[src/rtl/fetch_sequencer.sv]
// fetch_sequencer: owns the PC, drives the instruction memory fetch port and buffers results for decode
module fetch_sequencer #(
    parameter logic [7:0] RESET_PC = 8'h00,
    parameter int         DEPTH    = 2
) (
    input  logic        clk,
    input  logic        rst_n,
    input  logic        start,
    input  logic        halt_req,
    input  logic        redirect_valid,
    input  logic [7:0]  redirect_pc,
    output logic [7:0]  im_pc,
    output logic        im_fetch_enable,
    input  logic [19:0] im_instruction,
    input  logic        im_instruction_ready,
    output logic        instr_valid,
    output logic [19:0] instr,
    output logic [7:0]  instr_pc,
    input  logic        instr_ready,
    output logic        running
);
    typedef enum logic [2:0] {IDLE, ISSUE, WAIT, DRAIN, HALTED} state_t;

    localparam logic [1:0] DEPTH_C = DEPTH[1:0];

    state_t      state_q, state_d;
    logic [7:0]  fetch_pc_q, fetch_pc_d, im_pc_q;
    logic [27:0] buf_q [2];
    logic        head_q, tail_q;
    logic [1:0]  count_q;
    logic        push, pop, flush;

    assign im_pc       = im_pc_q;
    assign instr_valid = count_q != 2'd0;
    assign instr       = buf_q[head_q][19:0];
    assign instr_pc    = buf_q[head_q][27:20];
    assign running     = state_q == ISSUE || state_q == WAIT || state_q == DRAIN;

    // Next state, fetch request and buffer controls; a redirect outranks push and pop
    always_comb begin
        state_d         = state_q;
        fetch_pc_d      = fetch_pc_q;
        flush           = redirect_valid && state_q != IDLE;
        pop             = instr_valid && instr_ready && !flush;
        push            = state_q == WAIT && im_instruction_ready && !redirect_valid;
        im_fetch_enable = state_q == ISSUE && count_q < DEPTH_C && !halt_req && !redirect_valid;
        case (state_q)
            IDLE:    if (start) state_d = ISSUE;
            ISSUE:   if (!redirect_valid) state_d = halt_req ? HALTED : im_fetch_enable ? WAIT : ISSUE;
            WAIT:    if (im_instruction_ready) state_d = (halt_req && !redirect_valid) ? HALTED : ISSUE;
                     else if (redirect_valid) state_d = DRAIN;
            DRAIN:   if (im_instruction_ready) state_d = ISSUE;
            HALTED:  if (start && !halt_req) state_d = ISSUE;
            default: state_d = IDLE;
        endcase
        if (flush) fetch_pc_d = redirect_pc;
        else if (push) fetch_pc_d = fetch_pc_q + 8'd3;
    end

    // State, fetch PC and the memory address, which holds for the whole outstanding fetch
    always_ff @(posedge clk or negedge rst_n) begin
        if (!rst_n) begin
            state_q    <= IDLE;
            fetch_pc_q <= RESET_PC;
            im_pc_q    <= RESET_PC;
        end else begin
            state_q    <= state_d;
            fetch_pc_q <= fetch_pc_d;
            if (im_fetch_enable) im_pc_q <= fetch_pc_q;
        end
    end

    // Two-entry FIFO of {pc, instruction}; flush empties it in one cycle
    always_ff @(posedge clk or negedge rst_n) begin
        if (!rst_n) begin
            buf_q[0] <= '0;
            buf_q[1] <= '0;
            head_q   <= 1'b0;
            tail_q   <= 1'b0;
            count_q  <= 2'd0;
        end else if (flush) begin
            head_q  <= 1'b0;
            tail_q  <= 1'b0;
            count_q <= 2'd0;
        end else begin
            if (push) begin
                buf_q[tail_q] <= {fetch_pc_q, im_instruction};
                tail_q        <= ~tail_q;
            end
            if (pop) head_q <= ~head_q;
            count_q <= count_q + {1'b0, push} - {1'b0, pop};
        end
    end
endmodule
[config.mk]
export PLATFORM = sky130hd
export DESIGN_NAME = fetch_sequencer
export DESIGN_NICKNAME = d
export VERILOG_FILES = /design/src/rtl/fetch_sequencer.sv
export SDC_FILE = /design/constraint.sdc
export NUM_CORES = 1
export LEC_CHECK = 0
export BUFFER_PORTS_ARGS = -buffer_cell sky130_fd_sc_hd__buf_2
export CAP_MARGIN = 0
export CORE_MARGIN = 2
export CORE_UTILIZATION = 36
export CTS_BUF_LIST = sky130_fd_sc_hd__clkbuf_8
export CTS_CLUSTER_DIAMETER = 200
export CTS_CLUSTER_SIZE = 16
export DETAILED_ROUTE_END_ITERATION = 8
export PLACE_DENSITY = 0.6
export SLEW_MARGIN = 20
export SYNTH_ARGS = -nofsm -noshare
export SYNTH_HDL_FRONTEND = slang
export SYNTH_SLANG_ARGS = --single-unit
[constraint.sdc]
create_clock -name clk -period 1.9 [get_ports clk]
set_input_delay 0.285 -clock clk [delete_from_list [all_inputs] [get_ports clk]]
set_output_delay 0.285 -clock clk [all_outputs]
set_load 0.02 [all_outputs]
==> summary.md, run 1 <==
| Metric | Value |
|---|---|
| Die X | between 100 and 150 microns |
| FF-to-FF Start | count_q[1] |
| CTS sink count | 79 |
| Share of layout cells above drive strength 1 | a little under three fifths |
| Mean Syn Cell Area | 13.35 sq um |
| Simple-gate share of the synthesized area | a little over 8% |
| Ys async rst share | between 90% and 100% |
| Critical path class | register to primary output |
| Register area share after synthesis | about 54% |
| Int Pwr | around 4.3 mW |
| Most used DFF post-synth | dfrtp_1 |
| Global-route wire length before repair | between 10 and 15 mm |
| Min cycle time layout | ~1800 ps |
| Cell Chain, Critical Path | buf_4, nor4b_4, nand2_2, inv_1, buf_2 |
| Hold Path Class | input pin to register |
| Ports | 74 |
| Area growth, synth to finish | 24.32% |
| Hold Violations, Final | 0 |
| Sequential share of power | between 30% and 40% |
| Clock power share | 20.1% |
| Final wirelength | approximately 7.8 mm |
| Reg2reg path depth | 9 |
| RSZ-0062 raised after global routing | no |
| Power per cell area | between 1000 and 1500 nW/um^2 |
| CTS tree | built |
| Setup Viol. Count Final | 0 |
| Total GRT Usage | between 15 and 20% |
| Tot Pwr | around 6.8 mW |
| Mux cell area share after synthesis | between 20 and 30% |
| Fin nets | 400 |
| DR vias | about 2,500 |
| Crit path max fanout | 3 |
| ANT cells | 0 |
| Post-synthesis xor/xnor area fraction | roughly 1.7% |
| Post-synth EDFFs | 0 |
| RR Endpoint | count_q[1] |
| Clk_skew | 7.442 ps |
| Mapped Area | about 3600 sq um |
| WP data required | approximately 1600 ps |
| Crit path to | im_fetch_enable |
| H-Tree Depth | 3 |
| Max clock buf depth | 2 |
| DIE AREA | 10,910 sq um |
| CP startpoint | count_q[1] |
| Critical path endpoint category | primary output |
| Fillers | approximately 940 |
| Post-Synthesis Net Count | between 300 and 400 |
| Sw power | roughly 2.4 mW |
| Total negative slack | 0 ps |
| Vias in the first global route | approximately 2,600 |
| Iteration-0 DRC Markers | around 140 |
| Rows | 36 |
| Largest net degree at the start of global routing | 36 |
| Die Span Y | 104.4 microns |
| #FFs+latches synth | 79 |
| Compound-Gate Fraction of Synth Area | 4.547% |
| Slew Limit Headroom | around 73% |
| DR vias/cell | 4.976 |
| Gr ovfl total | 0 |
| CP Launch Type | register |
| Leak | approximately 2.2 nW |
| Initial core utilization | 37.16% |
| Port Buffers | 73 |
| Synth Area in Adders | 1.033% |
| Slowest CP cell | dfrtp_1 |
| Worst slew pin tran | between 400 and 500 ps |
| Gpl congestion | between 0.7 and 0.8 |
| Status | finished, final reports clean |
| Comb pwr share | 40.4% |
| Total CTS buffers | 9 |
| Final max-slew violation count | 0 |
| Post-Synthesis Cells | roughly 270 |
| DRC Markers | 0 |
| Max frequency | about 550 MHz |
| Total core area | about 10000 sq um |
| Largest family of logic cells by synthesized area | multiplexers |
| HPWL after DPL | ~5.5 mm |
| Drt first pass iters | 4 |
| Worst-Skew Late Latency | ~340 ps |
| Max-cap violations | 0 |
| Antenna violations before repair | 0 |
| Distinct cell type count after synthesis | 42 |
| Clk slew on worst S/H paths | 80 ps |
| Detail Route Antenna Nets | 0 |
| Crit-path max cell delay | 390 ps |
| Period utilization | a little over nine tenths |
| Switching Share | between 30% and 40% |
| Yosys warnings | 0 |
| Drt wl/cell | around 16 microns |
| R2R Setup Slk | about 100 ps |
| Worst vdd ir | roughly 520 uV |
| Root Driver | clkbuf_8 |
| Worst EP arrival | around 1500 ps |
cell usage in the layout (no fill, tap or decap), types with 3 or more instances in the layout:
cell      instances
clkbuf_8         10
nand3_1           3
mux2_2           89
xor2_1            5
buf_12            3
o21ai_0          13
inv_1             6
buf_4            16
nor2b_1           3
buf_2            72
dfrtp_1          77
nor2_1            8
nand2_1          13
a31oi_1           3
timing repair:
item                       in CTS  in global routing
resized for setup               2                  4
setup endpoints to repair      25                  3
hold endpoints to repair       29                  0
pin swaps                       1                  1
setup buffers                   1                  2
hold buffers                    1                  0
worst max-delay path: cells and delay by family (launching register included):
family                 cells  cell delay (ps)
buffers and inverters      3              380
DFF                        1              390
and+or+nand+nor            2              410
Yosys cell counts (2+ instances only):
cell,count,share of area [%]
mux2_2,89,28
dfrtp_1,79,54
nand2_1,15,1.6
o21ai_0,13,1.8
nor2_1,9,0.93
buf_2,5,0.69
xor2_1,5,1.2
clkbuf_1,4,0.41
inv_1,4,0.41
a31oi_1,3,0.52
ha_1,3,1.0
nand3_1,3,0.41
nor2b_1,3,0.52
buf_6,2,0.62
nand2b_1,2,0.34
nand4_1,2,0.34
nand4b_1,2,0.48
nor2_4,2,0.62
nor3_1,2,0.28
o211ai_1,2,0.41
xnor2_1,2,0.48
logic make-up after synthesis:
family,Yosys count
and+or+nand+nor,51
muxes,89
DFF,79
buffers and inverters,17
xor gates and xnor gates,7
adders and majority gates,3
AOI/OAI and AO/OA,26
power by group through the flow:
stage	Sequential (mW)	Combinational [mW]	Clock, mW
after floorplan	2.67	1.85	0
after global placement	2.69	2.67	0
after detailed placement	2.72	2.71	0
after CTS	2.69	2.73	1.39
after global routing	2.77	2.98	1.48
final	2.68	2.74	1.36
through the flow:
step | hold slack [ps] | instances | area (sq um) | utilization [%] | setup WS [ps]
2_1_floorplan | -10.59 | 272 | 3661 | - | -27.21
3_3_place_gp | 243.1 | 480 | 4248 | 43.46 | 153.2
3_5_place_dp | 247.8 | 480 | 4248 | 43.46 | 97.90
4_1_cts | 145.3 | 497 | 4481 | 45.84 | 27.23
5_1_grt | 161.6 | 499 | 4516 | 46.20 | 3.659
6_report | 162.0 | 499 | 4516 | 46.20 | 90.86
sequential cells by signal, summed over array words and instances, names as in the netlist:
name,cells
count_q,2
state_q,3
tail_q,1
fetch_pc_q,8
im_pc,8
head_q,1
buf_q,56
worst min path at each step:
stage                  startpoint            end  slack, ps  depth (start not counted)
2_1_floorplan               rst_n       buf_q[0]        -10                          0
3_3_place_gp                rst_n      buf_q[18]        240                          1
3_5_place_dp                rst_n      buf_q[18]        250                          1
4_1_cts            redirect_pc[0]  fetch_pc_q[0]        150                          3
5_1_grt        im_instruction[13]      buf_q[13]        160                          2
6_report           redirect_pc[3]  fetch_pc_q[3]        160                          3
layout make-up:
cell class	instances	area, sq um	share of cell area [%]
Multi-Input combinational cell	176	1592	35.25
Timing Repair Buffer	92	550.5	12.19
Clock buffer	10	137.6	3.048
Tap cell	133	166.4	3.685
Inverter	4	15.01	0.3325
Sequential cell	79	1979	43.83
Clock inverter	5	75.07	1.663
per-layer routing:
layer / share of wire [%] / wire [microns] / vias up / GRT usage [%]
met5: 0 / 0 / - / 0
met4: 1.8 / 141 / 0 / 6.950
met3: 5.3 / 417 / 13 / 3.321
met2: 47 / 3671 / 71 / 23.67
met1: 46 / 3579 / 1243 / 21.26
li1: - / - / 1156 / -
Note: power is estimated with default switching activity, not from simulation.
==> run 2, diff against run 1 <==
Settings changed: CORE_UTILIZATION 36 to 57, PLACE_DENSITY 0.6 to default, PLACE_DENSITY_LB_ADDON from default to 0.15.
Clock period 1.9 ns to 1.94 ns, I/O delays scaled along.
==> summary.md, run 2 (synthesis gave the netlist of run 1 again) <==
| Metric | Value |
|---|---|
| Seq. cell area | ~2000 sq um |
| Final max-slew violation count | 0 |
| Total GRT Usage | 22.59% |
| Period utilization | 93.96% |
| Critical path class | register to primary output |
| RSZ-0062 raised after global routing | no |
| Status | finished, final reports clean |
| Place WS | between 80 and 90 ps |
| DIE AREA | ~7000 sq um |
| Max-cap violations | 0 |
| CP startpoint | count_q[1] |
| Power per cell area | around 1400 nW/um^2 |
| Fin nets | 398 |
| CP Launch Type | register |
| Worst EP arrival | approximately 1500 ps |
| Global-route wire length before repair | 12.28 mm |
| Die Span Y | ~84 microns |
| Slowest CP cell | dfrtp_1 |
| DR vias | between 2,000 and 2,500 |
| Hold path startpoint | redirect_pc[2] |
| Gpl congestion | ~0.83 |
| Commonest non-fill, non-tap cell in the layout | mux2_2 |
| Die X | between 80 and 90 microns |
| CTS sink count | slightly below 80 |
| Iteration-0 DRC Markers | between 100 and 150 |
| Initial core utilization | just under 60% |
| Final std cells w/o fill | around 440 |
| Most frequent cells in the layout | mux2_2, dfrtp_1, buf_2 |
| Final wirelength | between 7 and 8 mm |
| WP data required | ~1700 ps |
| DRC Markers | 0 |
| Min cycle time layout | 1823 ps |
| Crit-path max cell delay | around 380 ps |
| Hold Violations, Final | 0 |
| Drt first pass iters | 4 |
| Rows | 29 |
| Total negative slack | 0 ps |
| Largest net degree at the start of global routing | 48 |
| Area of the multi-input gates | 1590 sq um |
| Detail Route Antenna Nets | 0 |
| Tot Pwr | between 6 and 7 mW |
| Drt wl/cell | between 15 and 20 microns |
| Placed cell areas | approximately 4200 sq um |
| Worst-Skew Late Latency | around 340 ps |
| Clk slew on worst S/H paths | approximately 80 ps |
| Cell Chain, Critical Path | buf_4, nor4b_2, nand2_2, inv_1, buf_2 |
| Vias in the first global route | 2,401 |
| Finished Core Util | 70.03% |
| Worst slew pin tran | ~430 ps |
| H-Tree Depth | 3 |
| Gr ovfl total | 0 |
| Max reg flops | 56 |
| Setup Viol. Count Final | 0 |
| Port Buffers | 73 |
| Slew Limit Headroom | a little under three quarters |
| WHS | ~160 ps |
| HPWL after DPL | approximately 5.0 mm |
| Leak | between 2 and 2.5 nW |
| Share of layout cells above drive strength 1 | a little under three fifths |
| Crit path max fanout | 3 |
| Largest register by flop count | buf_q |
| Total core area | roughly 6200 sq um |
| CTS tree | built |
| Ports | 74 |
| Final instance area | about 4400 sq um |
| Fillers | between 400 and 500 |
| Worst vdd ir | ~770 uV |
| DR vias/cell | roughly 5.5 |
| Hold Path Class | input pin to register |
| Clk_skew | between 6 and 7 ps |
| FF-to-FF Start | count_q[1] |
| Placed Cells incl. Taps | approximately 420 |
| Root Driver | clkbuf_8 |
| Final worst setup slack | 117.1 ps |
| ANT cells | 0 |
| Max clock buf depth | 2 |
| Area growth, synth to finish | 20.32% |
| Total CTS buffers | 9 |
| Critical path endpoint category | primary output |
| Max frequency | between 500 and 600 MHz |
| Antenna violations before repair | 0 |
==> run 2: changes by cell type in the layout (fill, tap and decap cells not counted) <==
cell,before,now
clkinv_4,0,1
bufinv_16,2,0
buf_4,16,14
nor4b_4,1,0
xor2_2,0,1
clkinv_2,0,3
dfrtp_1,77,78
clkbuf_8,10,9
xor2_1,5,4
nor4b_2,0,1
clkinvlp_4,1,0
dfrtp_2,2,1
==> run 2: what timing repair did <==
action                     4_1_cts  5_1_grt
pin swaps                        1        1
gates resized for setup          1        4
setup endpoints to repair        1        2
hold endpoints to repair        32        0
hold buffers                     1        0
setup buffers                    1        1
==> run 2: layer usage <==
metal / track usage (%) / vias up / wire length (microns)
met5: 0 / - / 0
met4: 6.158 / 0 / 54
met3: 6.429 / 6 / 306
met2: 34.04 / 54 / 3485
met1: 32.51 / 1203 / 3424
li1: - / 1149 / -
==> run 2: final cells by class <==
| cell class | instances | share of cell area (%) |
|---|---|---|
| flip-flops and latches | 79 | 45.26 |
| clock inverters | 6 | 0.7157 |
| multi-input cells | 176 | 36.39 |
| inverters | 4 | 0.3435 |
| repair buffers | 90 | 12.25 |
| clock buffers | 9 | 2.834 |
| well taps | 77 | 2.204 |
==> run 2: final timing paths <==
check                           slack [ps]  cells after the start              end
worst min register to register         480                      2         im_pc[0]
worst max-delay path                   120                      5  im_fetch_enable
max in group asynchronous              920                      3         im_pc[7]
worst max register to register         120                      9       count_q[1]
min in group asynchronous              430                      2       state_q[1]
worst min-delay path                   160                      3    fetch_pc_q[2]
==> run 2: where the power goes <==
part	internal (mW)	leakage [nW]	switching [mW]
Clock	0.444	0.0912	0.573
Combinational	1.25	1.08	1.39
Sequential	2.22	1.03	0.394
Total	3.91	2.20	2.35
==> run 2: critical path, delay by kind of cell, from the launching register on <==
kind / cells / cell delay, ps
buffers and inverters: 3 / 370
DFF: 1 / 380
and+or+nand+nor: 2 / 440
==> run 3, diff against run 2 <==
Settings changed: CORE_UTILIZATION 57 to 60, PLACE_DENSITY from default to 0.86, PLACE_DENSITY_LB_ADDON 0.15 to default.
Clock period 1.94 ns to 2.2 ns, I/O delays scaled along.
==> summary.md, run 3 (synthesis gave the netlist of run 1 again) <==
| Metric | Value |
|---|---|
| Antenna violations before repair | 0 |
| CP Launch Type | register |
| Final max-slew violation count | 0 |
| DR vias | roughly 2,400 |
| DR vias/cell | around 5.6 |
| Gpl congestion | 0.8617 |
| Largest net degree at the start of global routing | 46 |
| H-Tree Depth | 3 |
| Min cycle time layout | 2041 ps |
| Initial core utilization | between 60 and 70% |
| Root Driver | clkbuf_8 |
| WHS | 198.4 ps |
| Max clock buf depth | 2 |
| Share of layout cells above drive strength 1 | a little over half |
| Setup Viol. Count Final | 0 |
| Die Span Y | approximately 82 microns |
| Drt wl/cell | around 16 microns |
| Ports | 74 |
| Worst slew pin tran | approximately 640 ps |
| CTS tree | built |
| Fillers | 436 |
| Hold Violations, Final | 0 |
| Tot Pwr | about 5.6 mW |
| Total of cells resized after clock tree synthesis | 0 |
| Clk_skew | approximately 9.3 ps |
| Status | finished, final reports clean |
| Worst-Skew Late Latency | about 340 ps |
| Hold Path Class | input pin to register |
| CTS sink count | 79 |
| Power per cell area | ~1300 nW/um^2 |
| Global-route wire length before repair | between 10 and 15 mm |
| Iteration-0 DRC Markers | approximately 120 |
| Area growth, synth to finish | 19.05% |
| Worst vdd ir | between 900 and 1000 uV |
| Detail Route Antenna Nets | 0 |
| Clk slew on worst S/H paths | about 70 ps |
| Worst EP arrival | about 1700 ps |
| Final wirelength | ~7.1 mm |
| Die X | between 80 and 90 microns |
| WP data required | approximately 1900 ps |
| Period utilization | slightly above 90% |
| Rows | 28 |
| Leak | around 2.2 nW |
| Total GRT Usage | between 20 and 25% |
| Commonest non-fill, non-tap cell in the layout | mux2_2 |
| Max reg flops | 56 |
| Slew Limit Headroom | 57.05% |
| Fin nets | between 300 and 400 |
| Max-cap violations | 0 |
| Crit path max fanout | 11 |
| Total CTS buffers | 9 |
| ANT cells | 0 |
| Gr ovfl total | 0 |
| Total negative slack | 0 ps |
| Vias in the first global route | 2,339 |
| Critical path class | register to primary output |
| HPWL after DPL | 4.990 mm |
| RSZ-0062 raised after global routing | no |
| Max frequency | ~490 MHz |
| Finished Core Util | approximately three quarters |
| Most frequent cells in the layout | mux2_2, dfrtp_1, buf_2 |
| Critical path endpoint category | primary output |
| DIE AREA | between 6000 and 7000 sq um |
| Port Buffers | 73 |
| Drt first pass iters | 4 |
| DRC Markers | 0 |
| Largest register by flop count | buf_q |
| Total core area | just under 6000 sq um |
==> run 3: metrics by stage <==
| stage | cell area [sq um] | instances | setup WS [ps] |
|---|---|---|---|
| 6_report | 4324 | 432 | 158.5 |
| 5_1_grt | 4324 | 432 | 7.745 |
| 4_1_cts | 4324 | 432 | 138.5 |
| 3_5_place_dp | 4105 | 415 | 229.0 |
| 3_3_place_gp | 4105 | 415 | 329.1 |
| 2_1_floorplan | 3632 | 272 | 152.7 |
==> run 3: cell type report <==
type / instances / area, sq um / share of cell area, %
flip-flops and latches: 79 / 1977 / 45.72
multi-input cells: 176 / 1567 / 36.23
repair buffers: 82 / 462.9 / 10.71
clock buffers: 12 / 165.2 / 3.819
well taps: 75 / 93.84 / 2.170
clock inverters: 4 / 43.79 / 1.013
inverters: 4 / 15.01 / 0.3472
==> run 3: path summary, 6_finish.rpt <==
check / start / endpoint / slack (ps) / cells after the start
worst max-delay path: state_q[0] / im_fetch_enable / 160 / 4
worst min-delay path: redirect_pc[2] / fetch_pc_q[2] / 200 / 3
worst max register to register: state_q[2] / count_q[1] / 210 / 8
worst min register to register: im_pc[0] / im_pc[0] / 500 / 2
max in group asynchronous: rst_n / state_q[1] / 1120 / 3
min in group asynchronous: rst_n / buf_q[19] / 490 / 2
==> run 3: worst max-delay path: stages (launching register included) <==
cell and delay [ps]:
dfrtp_1 570, nor4b_1 270, nand2_1 260, inv_1 110, buf_2 170
==> run 3: routing by layer <==
| metal | track usage (%) | up-vias | part of all wire [%] |
|---|---|---|---|
| li1 | - | 1146 | - |
| met1 | 29.48 | 1203 | 43 |
| met2 | 37.15 | 53 | 50 |
| met3 | 4.176 | 8 | 4.5 |
| met4 | 9.000 | 0 | 1.5 |
| met5 | 0 | - | 0 |
==> run 3: power breakdown <==
group	leakage [nW]	switching (mW)	internal (mW)	total, mW
registers	1.03	0.379	1.95	2.33
logic	1.03	1.17	1.04	2.20
clock network	0.114	0.488	0.610	1.10
==> run 3: what timing repair did <==
item / in CTS / in global routing
endpoints found under the hold margin: 34 / 0
buffers inserted: 0 / 0
hold buffers: 1 / 0
